===== config.mk =====
export PLATFORM = sky130hd
export DESIGN_NAME = usr_serial_deserializer
export DESIGN_NICKNAME = d
export VERILOG_FILES = /design/src/rtl/usr_serial_deserializer.sv
export SDC_FILE = /design/constraint.sdc
export NUM_CORES = 1
export LEC_CHECK = 0
export BUFFER_PORTS_ARGS = -buffer_cell sky130_fd_sc_hd__clkbuf_2
export CORE_UTILIZATION = 40
export CTS_CLUSTER_SIZE = 40
export DETAILED_ROUTE_END_ITERATION = 10
export PLACE_DENSITY_LB_ADDON = 0.25
export SLEW_MARGIN = 20
export SYNTH_ARGS = -nofsm -noshare
export SYNTH_HDL_FRONTEND = slang
export SYNTH_SLANG_ARGS = --single-unit

===== constraint.sdc =====
create_clock -name clk -period 1.7 [get_ports clk]
set_input_delay 0 -clock clk [delete_from_list [all_inputs] [get_ports clk]]
set_output_delay 0 -clock clk [all_outputs]
set_load 0.02 [all_outputs]

===== src/rtl/usr_serial_deserializer.sv =====
// Framed serial-to-parallel receiver for the universal shift register's serial output.
// Define USR_DESER_PARITY_EN to expect an even-parity bit after the data bits.
module usr_serial_deserializer #(
    parameter int WIDTH = 4
) (
    input  logic             clk,
    input  logic             rst,
    input  logic             s_in,
    input  logic             s_valid,
    input  logic             dir,
    output logic [WIDTH-1:0] q_data,
    output logic             q_valid,
    input  logic             q_ready,
    output logic             q_perr,
    output logic             busy,
    output logic             ovr
);

    localparam int CNT_W = $clog2(WIDTH + 1);

    typedef enum logic [1:0] {
        IDLE   = 2'd0,
        DATA   = 2'd1,
        PARITY = 2'd2
    } state_t;

    state_t           state_q, state_d;
    logic [WIDTH-1:0] shreg_q, shreg_d;
    logic [CNT_W-1:0] cnt_q, cnt_d;
    logic             dir_q, dir_d;
    logic [WIDTH-1:0] q_data_q, q_data_d;
    logic             q_valid_q, q_valid_d;
    logic             q_perr_q, q_perr_d;
    logic             ovr_q, ovr_d;

    logic             deliver;
    logic [WIDTH-1:0] word;
    logic             word_perr;
    logic [WIDTH-1:0] shifted;

`ifdef USR_DESER_PARITY_EN
    function automatic logic even_parity_err(input logic [WIDTH-1:0] w, input logic p);
        return (^w) ^ p;
    endfunction
`endif

    always_comb begin
        state_d   = state_q;
        shreg_d   = shreg_q;
        cnt_d     = cnt_q;
        dir_d     = dir_q;
        q_data_d  = q_data_q;
        q_valid_d = q_valid_q;
        q_perr_d  = q_perr_q;
        ovr_d     = ovr_q;
        deliver   = 1'b0;
        word      = shreg_q;
        word_perr = 1'b0;
        shifted   = dir_q ? {shreg_q[WIDTH-2:0], s_in} : {s_in, shreg_q[WIDTH-1:1]};

        if (q_valid_q && q_ready) begin
            q_valid_d = 1'b0;
        end

        case (state_q)
            IDLE: begin
                if (s_valid && s_in) begin
                    dir_d   = dir;
                    cnt_d   = '0;
                    state_d = DATA;
                end
            end
            DATA: begin
                if (s_valid) begin
                    shreg_d = shifted;
                    cnt_d   = cnt_q + CNT_W'(1);
                    if (cnt_q == CNT_W'(WIDTH - 1)) begin
`ifdef USR_DESER_PARITY_EN
                        state_d = PARITY;
`else
                        deliver = 1'b1;
                        word    = shifted;
                        state_d = IDLE;
`endif
                    end
                end
            end
`ifdef USR_DESER_PARITY_EN
            PARITY: begin
                if (s_valid) begin
                    deliver   = 1'b1;
                    word      = shreg_q;
                    word_perr = even_parity_err(shreg_q, s_in);
                    state_d   = IDLE;
                end
            end
`endif
            default: state_d = IDLE;
        endcase

        // A word that arrives while the previous one is still held and not being taken is dropped.
        if (deliver) begin
            if (!q_valid_q || q_ready) begin
                q_data_d  = word;
                q_perr_d  = word_perr;
                q_valid_d = 1'b1;
            end else begin
                ovr_d = 1'b1;
            end
        end
    end

    always_ff @(posedge clk) begin
        if (rst) begin
            state_q   <= IDLE;
            shreg_q   <= '0;
            cnt_q     <= '0;
            dir_q     <= 1'b0;
            q_data_q  <= '0;
            q_valid_q <= 1'b0;
            q_perr_q  <= 1'b0;
            ovr_q     <= 1'b0;
        end else begin
            state_q   <= state_d;
            shreg_q   <= shreg_d;
            cnt_q     <= cnt_d;
            dir_q     <= dir_d;
            q_data_q  <= q_data_d;
            q_valid_q <= q_valid_d;
            q_perr_q  <= q_perr_d;
            ovr_q     <= ovr_d;
        end
    end

    assign q_data  = q_data_q;
    assign q_valid = q_valid_q;
    assign q_perr  = q_perr_q;
    assign busy    = (state_q != IDLE);
    assign ovr     = ovr_q;

endmodule


==> results_dict.tcl <==
set metrics [dict create \
    status "finished, final reports clean" \
    syn_area_sq_um 644 \
    synthCells 69 \
    seq_area_frac_synth 0.466 \
    synth.cells.most_frequent "15 x dfxtp_1, 11 x nor2_1, 6 x a21oi_1, 6 x mux2i_1, 5 x o21ai_0" \
    drt-total-wl_mm 1.06 \
    gr-max-usage-layer "met2" \
    synth_xor_xnor_area_share 0 \
    grt_pass1_vias 444 \
    drv_cap 0 \
    wl_per_cell_um 10.9 \
    skew_ns 0.0124 \
    ys.flop_type "dfxtp_1" \
    cp_max_fo 8 \
    area.growth.synth_to_final_pct 12.4 \
    synth_fa_ha_area_frac 0.0388 \
    seqPwrFrac 0.595 \
    ir_drop_uv 516 \
    clk_transition_reported_paths_ns 0.10 \
    synth_top_area_cell "dfxtp_1" \
    grt_use_total 0.132 \
    coreArea_sq_um 1510 \
    slew_viol_final 0 \
    antenna_found_initial 0 \
    tns_ns 0 \
    grt-ovfl-total 0 \
    synth-compound-area-share 0.155 \
    synth_area_per_cell_sq_um 9.34 \
    power_frac_comb 0.077 \
    tightest_slew_ns 0.501 \
    ys_seq_elements 15 \
    antenna_left 0 \
    finalSetupViolCount 0 \
    drc 0 \
    fill_cells 156 \
    dieWidth_um 42.1 \
    fin_ws_ns 0.322 \
    cts_resized 0 \
    finalCritPeriodShare 0.810 \
    use_met3 0.0776 \
    critical_path_class "reg2reg" \
    worst_slew_margin_rel 0.666 \
    io_pins 14 \
    synth_edf_count 0 \
    synth_top_family_by_area "simple AND/OR/NAND/NOR gates" \
    ys_top_cells_by_area "dfxtp_1 47%, mux2i_1 9.3%, nor2_1 6.4%, a21oi_1 4.7%, a211oi_1 4.7%" \
    gp_congestion 0.668 \
    cp-end-kind "flip-flop" \
    dr.pass1.iters 4 \
    syn_nets 77 \
    swShare 0.246 \
    htree_levels 1 \
    arrival_ns 1.60 \
    pwr-share-clk 0.329 \
    die-area_sq_um 1780 \
    cts_tree "yes" \
    p_leak_nw 0.292 \
    grt_util_met2 0.203 \
    cp-start-kind "flip-flop" \
    dp_slack_ns 0.331 \
    num_antenna_cells 0 \
    power.density_nw_per_um2 856 \
    vias 498 \
    grt_pass1_wl_mm 1.75 \
    hold_violations 0 \
    grt_max_degree 16 \
    final_nets 90 \
    dp_hpwl_um 769 \
    final_util 0.481 \
    clock_insertion_delay_worst_skew_ns 0.29 \
    rsz0062_at_grt "false" \
    intPower_uw 468 \
    synthArstFlopShare 0 \
    netSwitchingPower_uw 153 \
    synth_mux_area_frac 0.0932 \
    synth_top_area_frac 0.466 \
    yosys_warnings 0 \
    grtUsageMet1 0.156 \
    drive_gt1_frac 0.235 \
    rows 14 \
    io_buffers 12 \
    synth.distinct_cells 20 \
    yosysMostFrequentCell "dfxtp_1" \
    numCtsBuffers 3 \
    cts_sinks 15 \
    cts-root-buf "clkbuf_4" \
    cp.required_ns 1.92 \
    clock_path_buffers 2 \
    yosys.area_share.simple 0.171 \
    vias_per_cell 5.13 \
    fmax_ghz 0.726 \
    initial_core_util 0.428 \
    hp-class "in2reg" \
    die_height_um 42.1 \
    drt_iter0_drc 2 \
    finalCriticalPeriod_ns 1.38 \
]
power by group through the flow:
stage          Sequential [mW]  Clock [mW]  Combinational [mW]
6_report                 0.369       0.204              0.0475
5_1_grt                  0.370       0.232              0.0524
4_1_cts                  0.369       0.213              0.0481
3_5_place_dp             0.377           0              0.0458
3_3_place_gp             0.377           0              0.0459
2_1_floorplan            0.375           0              0.0346
state kept, by name, indices dropped and copies added, names as in the netlist:
register  cells
ovr           1
q_valid       1
shreg_q       4
state_q       1
dir_q         1
cnt_q         3
q_data        4
repair_timing:
item,in CTS,in global routing
setup buffers,0,0
hold endpoints to repair,1,0
hold buffers,1,0
per-layer routing:
| metal | share of wire | wire, um |
|---|---|---|
| met4 | 0 | 0 |
| met3 | 0.056 | 59 |
| met2 | 0.45 | 481 |
| met1 | 0.49 | 519 |
| met5 | 0 | 0 |
cells in the final DEF, fill, tap and decap left out:
master,synthesis,routed
clkbuf_4,0,3
a211oi_1,4,4
a22oi_1,2,2
a21oi_1,6,6
clkinv_2,0,1
conb_1,1,1
nand3_2,1,1
or3_1,4,4
ha_1,2,2
nand3b_1,1,1
and2_2,1,1
and3_2,1,1
dlygate4sd3_1,0,1
dfxtp_1,15,15
mux2i_1,6,6
nor3_1,1,1
nor2b_1,1,1
o21ai_0,5,5
clkbuf_2,0,12
inv_1,2,2
nor2_1,11,11
through the flow:
step	total power, mW	cells	hold slack, ns	area [sq um]
floorplan	0.410	69	0.0728	644
global placement	0.423	92	0.237	687
detailed placement	0.423	92	0.241	687
CTS	0.630	97	0.0687	724
global route	0.655	97	0.0754	724
finish	0.620	97	0.0691	724
logic make-up after synthesis:
kind of cell             count (synthesis)
other                                    1
adder cells (fa/ha/maj)                  2
flip-flops                              15
multiplexers                             6
buffers and inverters                    7
AND/OR/NAND/NOR                         21
AO/OA/AOI/OAI                           17
final timing paths:
| check | start | endpoint | slack (ns) | cells after the start |
|---|---|---|---|---|
| max | cnt_q[0]$_SDFFE_PP0P_ | q_data[0]$_SDFFE_PP0P_ | 0.32 | 5 |
| min | s_in | state_q[0]$_SDFFE_PP0P_ | 0.07 | 3 |
| max reg2reg | cnt_q[0]$_SDFFE_PP0P_ | q_data[0]$_SDFFE_PP0P_ | 0.32 | 5 |
| min reg2reg | ovr$_SDFFE_PP0P_ | ovr$_SDFFE_PP0P_ | 0.48 | 2 |
worst max-delay path, stage by stage, from the launching register on:
cell and delay (ns):
dfxtp_1 0.35, ha_1 0.15, ha_1 0.17, nand3_2 0.15, or3_1 0.37, a21oi_1 0.13
area by class of cell:
cell class | instances | area (sq um) | area share
Timing Repair Buffer | 13 | 70.1 | 0.0967
Sequential cell | 15 | 300 | 0.415
Inverter | 2 | 7.51 | 0.0104
Clock inverter | 1 | 5.00 | 0.00691
Clock buffer | 3 | 22.5 | 0.0311
Tap cell | 16 | 20.0 | 0.0276
Multi-Input combinational cell | 47 | 299 | 0.413
Note: power is estimated with default switching activity, not from simulation.
